<file path="src/rtl/bp_be_prefetch_scheduler.sv">
// Prefetch scheduler: walks confirmed stride streams and issues line-aligned prefetches,
// with one pending stream slot and a small FIFO filter of recently issued lines.
module bp_be_prefetch_scheduler #(
   parameter int unsigned vaddr_width_p       = 39,
   parameter int unsigned stride_width_p      = 8,
   parameter int unsigned degree_max_p        = 4,
   parameter int unsigned filter_els_p        = 4,
   parameter int unsigned line_offset_width_p = 6,
   localparam int unsigned degree_width_lp    = $clog2(degree_max_p + 1)
) (
   input  logic                        clk_i,
   input  logic                        reset_i,
   input  logic                        enable_i,
   input  logic [degree_width_lp-1:0]  degree_i,
   input  logic                        confirm_v_i,
   input  logic [vaddr_width_p-1:0]    base_addr_i,
   input  logic [stride_width_p-1:0]   stride_i,
   input  logic                        flush_i,
   output logic                        pf_v_o,
   output logic [vaddr_width_p-1:0]    pf_addr_o,
   input  logic                        pf_ready_i,
   output logic                        busy_o,
   output logic                        dropped_o
);

   localparam int unsigned line_width_lp = vaddr_width_p - line_offset_width_p;
   localparam int unsigned ptr_width_lp  = (filter_els_p > 1) ? $clog2(filter_els_p) : 1;

   typedef enum logic [0:0] {StIdle, StIssue} state_e;

   state_e                      state_r;
   logic [vaddr_width_p-1:0]    cand_r;
   logic [stride_width_p-1:0]   stride_r;
   logic [degree_width_lp-1:0]  count_r;
   logic                        pv_r;
   logic [vaddr_width_p-1:0]    pend_base_r;
   logic [stride_width_p-1:0]   pend_stride_r;
   logic [degree_width_lp-1:0]  pend_degree_r;
   logic [filter_els_p-1:0]     filt_v_r;
   logic [line_width_lp-1:0]    filt_line_r [filter_els_p];
   logic [ptr_width_lp-1:0]     filt_ptr_r;
   logic                        dropped_r;

   logic [degree_width_lp-1:0]  degree_clamp;
   logic [line_width_lp-1:0]    cand_line;
   logic                        issuing;
   logic                        accept;
   logic                        hit;
   logic                        handshake;
   logic                        consume;
   logic                        last;
   logic                        load_en;
   logic                        pend_we;
   logic [vaddr_width_p-1:0]    load_base;
   logic [stride_width_p-1:0]   load_stride;
   logic [degree_width_lp-1:0]  load_degree;

   function automatic logic [vaddr_width_p-1:0] sext(input logic [stride_width_p-1:0] s);
      return {{(vaddr_width_p - stride_width_p){s[stride_width_p-1]}}, s};
   endfunction

   assign degree_clamp = (degree_i > degree_width_lp'(degree_max_p))
                         ? degree_width_lp'(degree_max_p) : degree_i;
   assign cand_line    = cand_r[vaddr_width_p-1:line_offset_width_p];
   assign issuing      = (state_r == StIssue);
   assign accept       = confirm_v_i & enable_i & (degree_i != '0);

   always_comb begin
      hit = 1'b0;
      for (int i = 0; i < int'(filter_els_p); i++) begin
         if (filt_v_r[i] && (filt_line_r[i] == cand_line)) hit = 1'b1;
      end
   end

   assign pf_v_o    = issuing & ~hit & ~flush_i;
   assign pf_addr_o = {cand_line, {line_offset_width_p{1'b0}}};
   assign busy_o    = issuing;
   assign dropped_o = dropped_r;

   assign handshake = pf_v_o & pf_ready_i;
   assign consume   = issuing & (handshake | hit);
   assign last      = consume & (count_r == degree_width_lp'(1));

   // A finishing stream prefers the pending slot; otherwise a same-cycle confirm loads directly.
   assign load_en     = (~issuing & accept) | (last & (pv_r | accept));
   assign load_base   = (last & pv_r) ? pend_base_r   : base_addr_i;
   assign load_stride = (last & pv_r) ? pend_stride_r : stride_i;
   assign load_degree = (last & pv_r) ? pend_degree_r : degree_clamp;
   assign pend_we     = accept & issuing & (~last | pv_r);

   always_ff @(posedge clk_i or posedge reset_i) begin
      if (reset_i) begin
         state_r       <= StIdle;
         cand_r        <= '0;
         stride_r      <= '0;
         count_r       <= '0;
         pv_r          <= 1'b0;
         pend_base_r   <= '0;
         pend_stride_r <= '0;
         pend_degree_r <= '0;
         filt_v_r      <= '0;
         filt_ptr_r    <= '0;
         dropped_r     <= 1'b0;
         for (int i = 0; i < int'(filter_els_p); i++) filt_line_r[i] <= '0;
      end else if (flush_i) begin
         state_r    <= StIdle;
         pv_r       <= 1'b0;
         filt_v_r   <= '0;
         filt_ptr_r <= '0;
         dropped_r  <= 1'b0;
      end else begin
         dropped_r <= accept & issuing & ~last & pv_r;

         if (handshake) begin
            filt_line_r[filt_ptr_r] <= cand_line;
            filt_v_r[filt_ptr_r]    <= 1'b1;
            filt_ptr_r <= (filt_ptr_r == ptr_width_lp'(filter_els_p - 1)) ? '0
                          : filt_ptr_r + 1'b1;
         end

         if (consume) begin
            cand_r  <= cand_r + sext(stride_r);
            count_r <= count_r - 1'b1;
         end

         if (load_en) begin
            cand_r   <= load_base + sext(load_stride);
            stride_r <= load_stride;
            count_r  <= load_degree;
            state_r  <= StIssue;
         end else if (last) begin
            state_r <= StIdle;
         end

         if (pend_we) begin
            pend_base_r   <= base_addr_i;
            pend_stride_r <= stride_i;
            pend_degree_r <= degree_clamp;
            pv_r          <= 1'b1;
         end else if (last & pv_r) begin
            pv_r <= 1'b0;
         end
      end
   end

endmodule

</file>
<file path="config.mk">
export PLATFORM = sky130hd
export DESIGN_NAME = bp_be_prefetch_scheduler
export DESIGN_NICKNAME = d
export VERILOG_FILES = /design/src/rtl/bp_be_prefetch_scheduler.sv
export SDC_FILE = /design/constraint.sdc
export NUM_CORES = 1
export LEC_CHECK = 0
export BUFFER_PORTS_ARGS = -buffer_cell sky130_fd_sc_hd__buf_2
export CORE_ASPECT_RATIO = 0.5
export CORE_MARGIN = 5
export CORE_UTILIZATION = 45
export CTS_BUF_LIST = sky130_fd_sc_hd__clkbuf_4
export DETAILED_ROUTE_END_ITERATION = 12
export PLACE_DENSITY = 0.6
export SLEW_MARGIN = 10
export SYNTH_ARGS = -nofsm -noshare
export SYNTH_HDL_FRONTEND = slang
export SYNTH_SLANG_ARGS = --single-unit
</file>
<file path="constraint.sdc">
create_clock -name clk_i -period 8.65 [get_ports clk_i]
set_input_delay 0.865 -clock clk_i [delete_from_list [all_inputs] [get_ports clk_i]]
set_output_delay 0.865 -clock clk_i [all_outputs]
set_load 0.05 [all_outputs]
</file>
==> results.md <==
- Fin nets: approximately 1800
- Vias: about 12000
- Finished Layout Cells: 2128
- Drt pass-1 iters: 5
- Yosys reg bits: about 240
- Post-synthesis adder-cell area fraction: 0.06671
- Final Skew: 46.29 ps
- Max cap viols: 0
- WS Path Type: reg -> reg
- # setup viols final: 0
- WL final: approximately 42000 µm
- Synth top area share: 0.3819
- Commonest cells post-synth: dfrtp_1 (241), mux2_2 (207), nand2_1 (108)
- Rows: 48
- Clk pwr share: 0.191
- Worst stage delay on the critical path: between 700 and 800 ps
- Htree depth: 2
- Crit path DAT: between 7000 and 8000 ps
- Hold Crit Class: in -> async
- Vias in the first global route: ~12000
- Kind of end point of the critical path: register
- Worst-path fanout max: 29
- Pwr Density: approximately 290 nW/µm²
- Gr usage total: 0.2163
- Top cells by area in the synthesized netlist: dfrtp_1 (38%), mux2_2 (15%), ha_1 (6.4%)
- Min Tclk post-route: 7134 ps
- Post-CTS Resized: 0
- Max-slew headroom: 0.2624
- Simple-gate share of the synthesized area: 0.1080
- Reg2Reg Launch Point: cand_r[28]$_DFFE_PP0P_
- Logic pwr share: 0.437
- Compound-cell area share of the yosys netlist: 0.1283
- CP Buf/Inv Count: 1
- Status: complete, no violations
- Final Slew Violations: 0
- Global-route wire length before repair: roughly 67000 µm
- Critical-path cell list: xor2_1 -> nor4_1 -> nand3_1 -> or4_1 -> o2111ai_2 -> nand2b_1 -> nand3_2 -> buf_4 -> mux2_2 -> ha_1 -> a21oi_1 -> nor2b_1 -> o21a_1 -> a311oi_1 -> o41a_1 -> o221ai_1 -> a21o_1 -> a221oi_1 -> xor2_1 -> o221ai_1
- Crit share post-route: 0.8247
- Fin area: between 15000 and 20000 µm²
- Post-synthesis sequential area ratio: 0.3819
- Final hold viol count: 0
- Count leader, synth: dfrtp_1
- Clk root buf: clkbuf_4
- Dpl hpwl: slightly above 30000 µm
- Vias per inst: ~5.6
- P_int: approximately 2.7 mW
- Worst vdd ir: approximately 140 µV
- Layout cells sized above 1: 0.2512
- Die Width: between 200 and 300 µm
- Sequential power share: 0.373
- Worst hold margin: approximately 280 ps
- Largest net degree at the start of global routing: approximately 130
- Clock Sinks: 241
- Required time of the critical path: approximately 9000 ps
- Synthesized netlist cell count: between 1500 and 2000
- Family with the most delay on the worst path: compound AO/OA/AOI/OAI gates
- Area grow syn2layout: 7.416%
- Count of input and output buffers: 91
- Syn Std Cell Area: 15790 µm²
- Final ANT Viol Nets: 0
- Die Ht: 142.5 µm
- Num ports: between 90 and 100
- Yosys top cell by area: dfrtp_1
- Dpl cells: around 2000
- Fmax: about 140 MHz
- Core box area: between 30000 and 40000 µm²
- Area occupied by registers: a little over 6000 µm²
- CTS Buffer Depth: 3
- CTS tree: done
- Clk_lat worst skew: between 700 and 800 ps
- Quantity of hold-fixing buffers added after cts: 0
- Clock-pin slew on the worst setup and hold paths: around 70 ps
- Yosys cell types: 74
- Global placement routability congestion: between 0.8 and 0.9
- Initial Utilization: 0.4573
- Synth Area in XOR/XNOR: 0.1082
- Worst reg2reg setup slack: 1520 ps
- P_leak: 8.020 nW
- Die area: ~39000 µm²
- Post-synth top flop: dfrtp_1
- Ys async rst share: 1.000
- DRT iter0 DRCs: between 700 and 800
- Register-to-Register Path Depth: 20
- R2r endpoint: cand_r[25]$_DFFE_PP0P_
- Crit start category: register
- Slew @ Worst Pin: around 1100 ps
- Crit-path slowest cell: dfrtp_1
- Initial antenna violation count: 2
- Avg Cell Area, Syn: slightly above 10 µm²
- WL/cell: about 20 µm
- Setup Fix Bufs, Post-CTS: 0
- Fillcell total: 3259
- Largest family of logic cells by synthesized area: multiplexers
- Multi-input combinational cell area: around 8900 µm²
- Number of synthesized flops with an enable pin: 0
- Total CTS buffers: 60
- Final TNS setup: 0 ps
- Synth warn: 0
- Placed inst area: between 15000 and 20000 µm²
- RSZ-0062 raised after global routing: no
- GRT overflow: 0
- Mux cell area share after synthesis: 0.1528
- Sw power: 2.160 mW
- # DRC: 0
- Sw frac: 0.4465
==> power groups by stage <==
stage / Sequential [mW] / Combinational (mW) / Clock (mW)
4_1_cts: 1.80 / 2.11 / 0.956
3_5_place_dp: 1.82 / 2.10 / 0
3_3_place_gp: 1.80 / 2.08 / 0
6_report: 1.80 / 2.11 / 0.922
5_1_grt: 1.84 / 2.32 / 1.02
2_1_floorplan: 1.54 / 1.96 / 0
==> sequential cells by signal, summed over array words and instances, names as in the netlist, 2 cells and up <==
signal         flops
count_r            3
stride_r           8
filt_ptr_r         2
filt_line_r      132
cand_r            39
pend_stride_r      8
pend_base_r       39
filt_v_r           4
pend_degree_r      3
==> per-stage QoR <==
| stage | utilization | setup slack [ps] | power, mW |
|---|---|---|---|
| floorplan | - | 1169 | 3.494 |
| global placement | 0.4710 | 1617 | 3.878 |
| detailed placement | 0.4710 | 1600 | 3.917 |
| CTS | 0.4911 | 1592 | 4.868 |
| global route | 0.4912 | 1107 | 5.176 |
| finish | 0.4912 | 1516 | 4.838 |
==> worst register-to-register path, delay by kind of cell, from the launching register on <==
kind | cells | cell delay (ps)
mux | 1 | 380
xor+xnor | 2 | 580
compound gates | 9 | 2400
buf+inv | 1 | 500
simple gates | 6 | 1930
fa+ha+maj | 1 | 420
flops | 1 | 780
==> cells by family (layout without fill, tap and decap cells) <==
family / after synthesis / after routing
AND/OR/NAND/NOR: 349 / 349
multiplexers: 215 / 215
AO/OA/AOI/OAI: 320 / 320
buffers and inverters: 161 / 243
adder cells (fa/ha/maj): 83 / 83
XOR/XNOR: 195 / 195
other: 1 / 7
flip-flops: 241 / 241
==> area by class of cell <==
class | instances | share of cell area
clock buffer | 80 | 0.03541
sequential | 241 | 0.3555
timing repair buffer | 104 | 0.03260
antenna | 1 | 0.0001475
clock inverter | 22 | 0.005606
tap | 475 | 0.03504
multi-input combinational | 1168 | 0.5270
inverter | 37 | 0.008630
==> worst max-delay path by stage <==
| stage | slack (ps) | from | to | cells past startpoint |
|---|---|---|---|---|
| final | 1520 | cand_r[28]$_DFFE_PP0P_ | cand_r[25]$_DFFE_PP0P_ | 20 |
| after global routing | 1110 | cand_r[28]$_DFFE_PP0P_ | cand_r[25]$_DFFE_PP0P_ | 21 |
| after CTS | 1590 | cand_r[28]$_DFFE_PP0P_ | cand_r[25]$_DFFE_PP0P_ | 20 |
| after detailed placement | 1600 | cand_r[18]$_DFFE_PP0P_ | cand_r[25]$_DFFE_PP0P_ | 20 |
| after global placement | 1620 | cand_r[28]$_DFFE_PP0P_ | cand_r[25]$_DFFE_PP0P_ | 20 |
| after floorplan | 1170 | reset_i | busy_o$_DFFE_PP0P_ | 1 |
==> layout by cell type (no fill, tap or decap), drive strengths merged, types with 23 or more instances in the layout <==
cell      n
nand3    23
buf     104
a21oi   101
inv      38
nand2   108
o21ai    83
ha       81
nand4    33
mux2    208
xor2     94
dfrtp   241
clkbuf   80
a21o     36
xnor2   101
nor2     69
nor3     24
==> routing by layer <==
metal  share of wire  up-vias  global-route usage
li1                -     5667                   -
met1            0.48     5847              0.3112
met2            0.45      273              0.3435
met3           0.049       57             0.03571
met4           0.018        0             0.05409
met5               0        -                   0
Power figures use the tool's default switching activity.
